===== config.mk =====
export PLATFORM = sky130hd
export DESIGN_NAME = icosoc_irq_ctrl
export DESIGN_NICKNAME = d
export VERILOG_FILES = /design/src/rtl/icosoc_irq_ctrl.sv
export SDC_FILE = /design/constraint.sdc
export NUM_CORES = 1
export LEC_CHECK = 0
export ABC_AREA = 0
export BUFFER_PORTS_ARGS = -buffer_cell sky130_fd_sc_hd__buf_2
export CORE_MARGIN = 2
export CORE_UTILIZATION = 45
export DETAILED_ROUTE_END_ITERATION = 6
export PLACE_DENSITY_LB_ADDON = 0.05
export SLEW_MARGIN = 20
export SYNTH_ARGS = -nofsm -noshare
export SYNTH_HDL_FRONTEND = slang
export SYNTH_SLANG_ARGS = --single-unit

===== constraint.sdc =====
create_clock -name clk -period 2.4 [get_ports clk]
set_input_delay 0.48 -clock clk [delete_from_list [all_inputs] [get_ports clk]]
set_output_delay 0.48 -clock clk [all_outputs]
set_load 0.02 [all_outputs]

===== src/rtl/icosoc_irq_ctrl.sv =====
// Interrupt controller: latches per-source irqs, masks, arbitrates, claim/complete via ctrl bus.
// Latency: irq_in -> pending +1 cycle -> cpu_irq +2 cycles; ctrl_done one cycle after accept.
// Backpressure: one access per two cycles; IRQ_CTRL_ROUND_ROBIN_EN selects round-robin arbitration.
module icosoc_irq_ctrl #(
    parameter int NUM_SRC = 8
) (
    input  logic               clk,
    input  logic               reset,
    input  logic               ctrl_wr,
    input  logic               ctrl_rd,
    input  logic [7:0]         ctrl_addr,
    input  logic [31:0]        ctrl_wdat,
    output logic [31:0]        ctrl_rdat,
    output logic               ctrl_done,
    input  logic [NUM_SRC-1:0] irq_in,
    output logic               cpu_irq,
    output logic               in_service
);

    localparam logic [7:0] ADDR_PENDING  = 8'h00;
    localparam logic [7:0] ADDR_MASK     = 8'h04;
    localparam logic [7:0] ADDR_CLAIM    = 8'h08;
    localparam logic [7:0] ADDR_COMPLETE = 8'h0C;
    localparam logic [7:0] ADDR_RR_PTR   = 8'h10;

    typedef enum logic {IDLE, SERVICE} state_t;

    state_t             state, state_nxt;
    logic [NUM_SRC-1:0] pending, mask, active, rot, clr;
    logic [4:0]         claimed_id, win_id, off;
    logic               accept, claim_ok, complete_ok, any_active;
    logic [31:0]        rd_dat;
`ifdef IRQ_CTRL_ROUND_ROBIN_EN
    logic [4:0]           rr_ptr;
    logic [2*NUM_SRC-1:0] dbl;
    logic [5:0]           sum;
`endif

    wire unused_wdat = ^ctrl_wdat;

    assign accept      = (ctrl_wr || ctrl_rd) && !ctrl_done;
    assign active      = pending & mask;
    assign any_active  = |active;
    assign claim_ok    = accept && ctrl_rd && (ctrl_addr == ADDR_CLAIM)
                         && (state == IDLE) && any_active;
    assign complete_ok = accept && ctrl_wr && (ctrl_addr == ADDR_COMPLETE)
                         && (state == SERVICE) && (ctrl_wdat[4:0] == claimed_id);
    assign in_service  = (state == SERVICE);

    // Rotate the request vector so the search starts at offset 0, then map back.
    always_comb begin
`ifdef IRQ_CTRL_ROUND_ROBIN_EN
        dbl = {active, active} >> rr_ptr;
        rot = dbl[NUM_SRC-1:0];
`else
        rot = active;
`endif
        off = '0;
        for (int k = NUM_SRC - 1; k >= 0; k--) begin
            if (rot[k]) off = 5'(k);
        end
`ifdef IRQ_CTRL_ROUND_ROBIN_EN
        sum = {1'b0, off} + {1'b0, rr_ptr};
        if (sum >= 6'(NUM_SRC)) sum = sum - 6'(NUM_SRC);
        win_id = sum[4:0];
`else
        win_id = off;
`endif
    end

    always_comb begin
        state_nxt = state;
        case (state)
            IDLE:    if (claim_ok) state_nxt = SERVICE;
            SERVICE: if (complete_ok) state_nxt = IDLE;
            default: state_nxt = IDLE;
        endcase
    end

    always_comb begin
        clr = '0;
        if (accept && ctrl_wr && ctrl_addr == ADDR_PENDING) clr = ctrl_wdat[NUM_SRC-1:0];
        if (claim_ok) clr = clr | (NUM_SRC'(1) << win_id);
    end

    always_comb begin
        rd_dat = '0;
        case (ctrl_addr)
            ADDR_PENDING: rd_dat = 32'(pending);
            ADDR_MASK:    rd_dat = 32'(mask);
            ADDR_CLAIM:   rd_dat = claim_ok ? 32'(win_id) : 32'hFFFF_FFFF;
`ifdef IRQ_CTRL_ROUND_ROBIN_EN
            ADDR_RR_PTR:  rd_dat = 32'(rr_ptr);
`endif
            default:      rd_dat = '0;
        endcase
    end

    always_ff @(posedge clk) begin
        if (reset) begin
            state      <= IDLE;
            pending    <= '0;
            mask       <= '0;
            claimed_id <= '0;
            cpu_irq    <= 1'b0;
            ctrl_done  <= 1'b0;
            ctrl_rdat  <= '0;
`ifdef IRQ_CTRL_ROUND_ROBIN_EN
            rr_ptr     <= '0;
`endif
        end else begin
            state   <= state_nxt;
            // New requests override same-cycle clears.
            pending <= (pending & ~clr) | irq_in;
            if (accept && ctrl_wr && ctrl_addr == ADDR_MASK) mask <= ctrl_wdat[NUM_SRC-1:0];
            if (claim_ok) claimed_id <= win_id;
`ifdef IRQ_CTRL_ROUND_ROBIN_EN
            if (claim_ok) rr_ptr <= (win_id == 5'(NUM_SRC - 1)) ? 5'd0 : win_id + 5'd1;
`endif
            cpu_irq   <= (state == IDLE) && !claim_ok && any_active;
            ctrl_done <= accept;
            ctrl_rdat <= accept ? rd_dat : '0;
        end
    end

endmodule


==> impl_metrics.tcl <==
set metrics [dict create \
    clkLatencyLatePin_ps 280 \
    synth_flop_cell "dfxtp_1" \
    hold_buffers 0 \
    synth_top_area_share_pct 36.8 \
    place_hpwl_mm 3.08 \
    initial_core_util_pct 46.3 \
    yosys_warnings 0 \
    synth_common_cells "dfxtp_1, nand2_1, a21oi_1" \
    fin_nets 309 \
    fin_skew_ps 2.20 \
    instances_no_fill 306 \
    numPlacedInstances 298 \
    synthCells 210 \
    antennaDiodeCount 0 \
    crit_type "in -> reg" \
    numPortBuffers 62 \
    cp-start-kind "primary input" \
    ir_drop_uv 401 \
    ios 87 \
    clock_path_buffers 2 \
    p_leak_nw 0.927 \
    p_per_area_nw_per_um2 535 \
    place_congestion 0.815 \
    max_clock_freq_mhz 505 \
    hold_violations 0 \
    synth_edf_count 0 \
    avgSynthCellArea_um2 8.02 \
    synth_seq_cells 31 \
    grt-ovfl-total 0 \
    grt_pass1_vias 1389 \
    dieHeight_um 65.2 \
    cts_made_buffers 5 \
    dr.pass1.iters 4 \
    max_cap_viol_count 0 \
    yosysSeqAreaShare_pct 36.8 \
    min-delay-path-class "in -> reg" \
    status "completed" \
    critPathArrivalTime_ps 2150 \
    rsz0062_at_grt "false" \
    routedWlPerCell_um 13.3 \
    cts-root-buf "clkbuf_8" \
    cts_tree "built" \
    grt_use_total_pct 20.9 \
    post_cts_buffers 0 \
    h-tree-depth 2 \
    grt_max_degree 25 \
    worst-slew-pin-transition_ps 597 \
    routed_wl_mm 4.07 \
    die-area_um2 4250 \
    synth_cell_types 38 \
    ant_nets 0 \
    endpoint_kind "register" \
    rows 22 \
    slew_viol_final 0 \
    min_period_over_period_pct 82.6 \
    finalSetupTns_ps 0 \
    core_region_area_um2 3630 \
    yosysTopAreaCell "dfxtp_1" \
    filler_cell_count 389 \
    viasPerCell 5.17 \
    path_clk_slew_ps 60 \
    drt_iter0_markers 68 \
    syn-num-nets 262 \
    fin_crit_ps 1980 \
    setup_viol 0 \
    cts_sinks 31 \
    synth_area_leaders "dfxtp_1, buf_4, a21oi_1" \
    drc 0 \
    dr_total_vias 1583 \
    async_flop_share_pct 0 \
    relSlewSlack_pct 59.8 \
    die_w_um 65.2 \
    antenna_found_initial 0 \
    grt_pass1_wl_mm 6.76 \
    area_growth_pct 19.2 \
    cts_resized 0 \
    netlist_area_um2 1680 \
    critical_path_required_ps 2560 \
    drive_gt1_share_pct 36.0 \
    path_max_fanout 5 \
]
[registers in the layout, indices dropped and copies added (netlist names)]
name        count
mask            8
ctrl_rdat       9
claimed_id      3
pending         8
cpu_irq         1
ctrl_done       1
in_service      1
[metrics by stage]
step | total power [mW] | setup WS (ps) | instance area, um2 | utilization [%] | hold slack (ps)
6_report | 1.07 | 418 | 2010 | 55.2 | 426
5_1_grt | 1.13 | 317 | 2010 | 55.2 | 431
4_1_cts | 1.09 | 409 | 2010 | 55.2 | 417
3_5_place_dp | 0.643 | 122 | 1910 | 52.5 | 464
3_3_place_gp | 0.642 | 119 | 1910 | 52.5 | 460
2_1_floorplan | 0.598 | 318 | 1680 | - | 449
[report_power, final]
group	internal, mW	switching, mW
sequential	0.526	0.0123
clock	0.261	0.181
combinational	0.0427	0.0507
total	0.830	0.244
[path summary, 6_finish.rpt]
check | start | endpoint | slack (ps) | depth (start not counted)
hold / removal | irq_in[3] | pending[3] | 430 | 3
hold reg to reg | claimed_id[2] | claimed_id[2] | 470 | 2
setup / recovery | ctrl_addr[1] | pending[7] | 420 | 6
setup reg to reg | in_service | pending[7] | 450 | 5
[kinds of logic after synthesis]
group / Yosys count / share of synthesized area (%)
AND/OR/NAND/NOR: 81 / 23.8
AO/OA/AOI/OAI: 53 / 19.5
buffers and inverters: 33 / 12.6
flip-flops: 31 / 36.9
multiplexers: 9 / 5.79
XOR/XNOR: 3 / 1.56
[layout by cell type, fill, tap and decap left out, drive strengths merged]
cell / count
buf: 68
nand2: 31
dfxtp: 31
a21oi: 25
nor2: 23
nand3: 10
o21ai: 8
clkbuf: 8
mux2: 6
a22oi: 5
inv: 5
mux2i: 3
xnor2: 3
o22ai: 3
nor3: 3
nor4: 3
or2: 2
nand2b: 2
or3b: 2
a32oi: 2
o211ai: 2
a31o: 2
nand4: 2
or4: 1
and3b: 1
a22o: 1
o31ai: 1
and2: 1
a221o: 1
o22a: 1
a211oi: 1
a211o: 1
[critical path, stage by stage]
cell,delay [ps]
buf_2,90
or4_4,550
nor4_4,430
nand4_2,190
a211oi_2,300
a21oi_1,100
[final cells by class]
type | instances | area, um2 | share of cell area, %
multi-input cells | 146 | 852 | 42.5
flip-flops and latches | 31 | 621 | 30.9
repair buffers | 68 | 355 | 17.7
clock buffers | 8 | 100 | 4.99
well taps | 48 | 60.1 | 2.99
inverters | 5 | 18.8 | 0.935
[routing by layer]
metal	wire, um	GRT usage, %	vias to the layer above
met4	76	7.55	0
met5	0	0	-
met2	1810	31.0	51
met1	1940	29.2	713
met3	243	5.48	7
li1	-	-	812
Note: power is estimated with default switching activity, not from simulation.
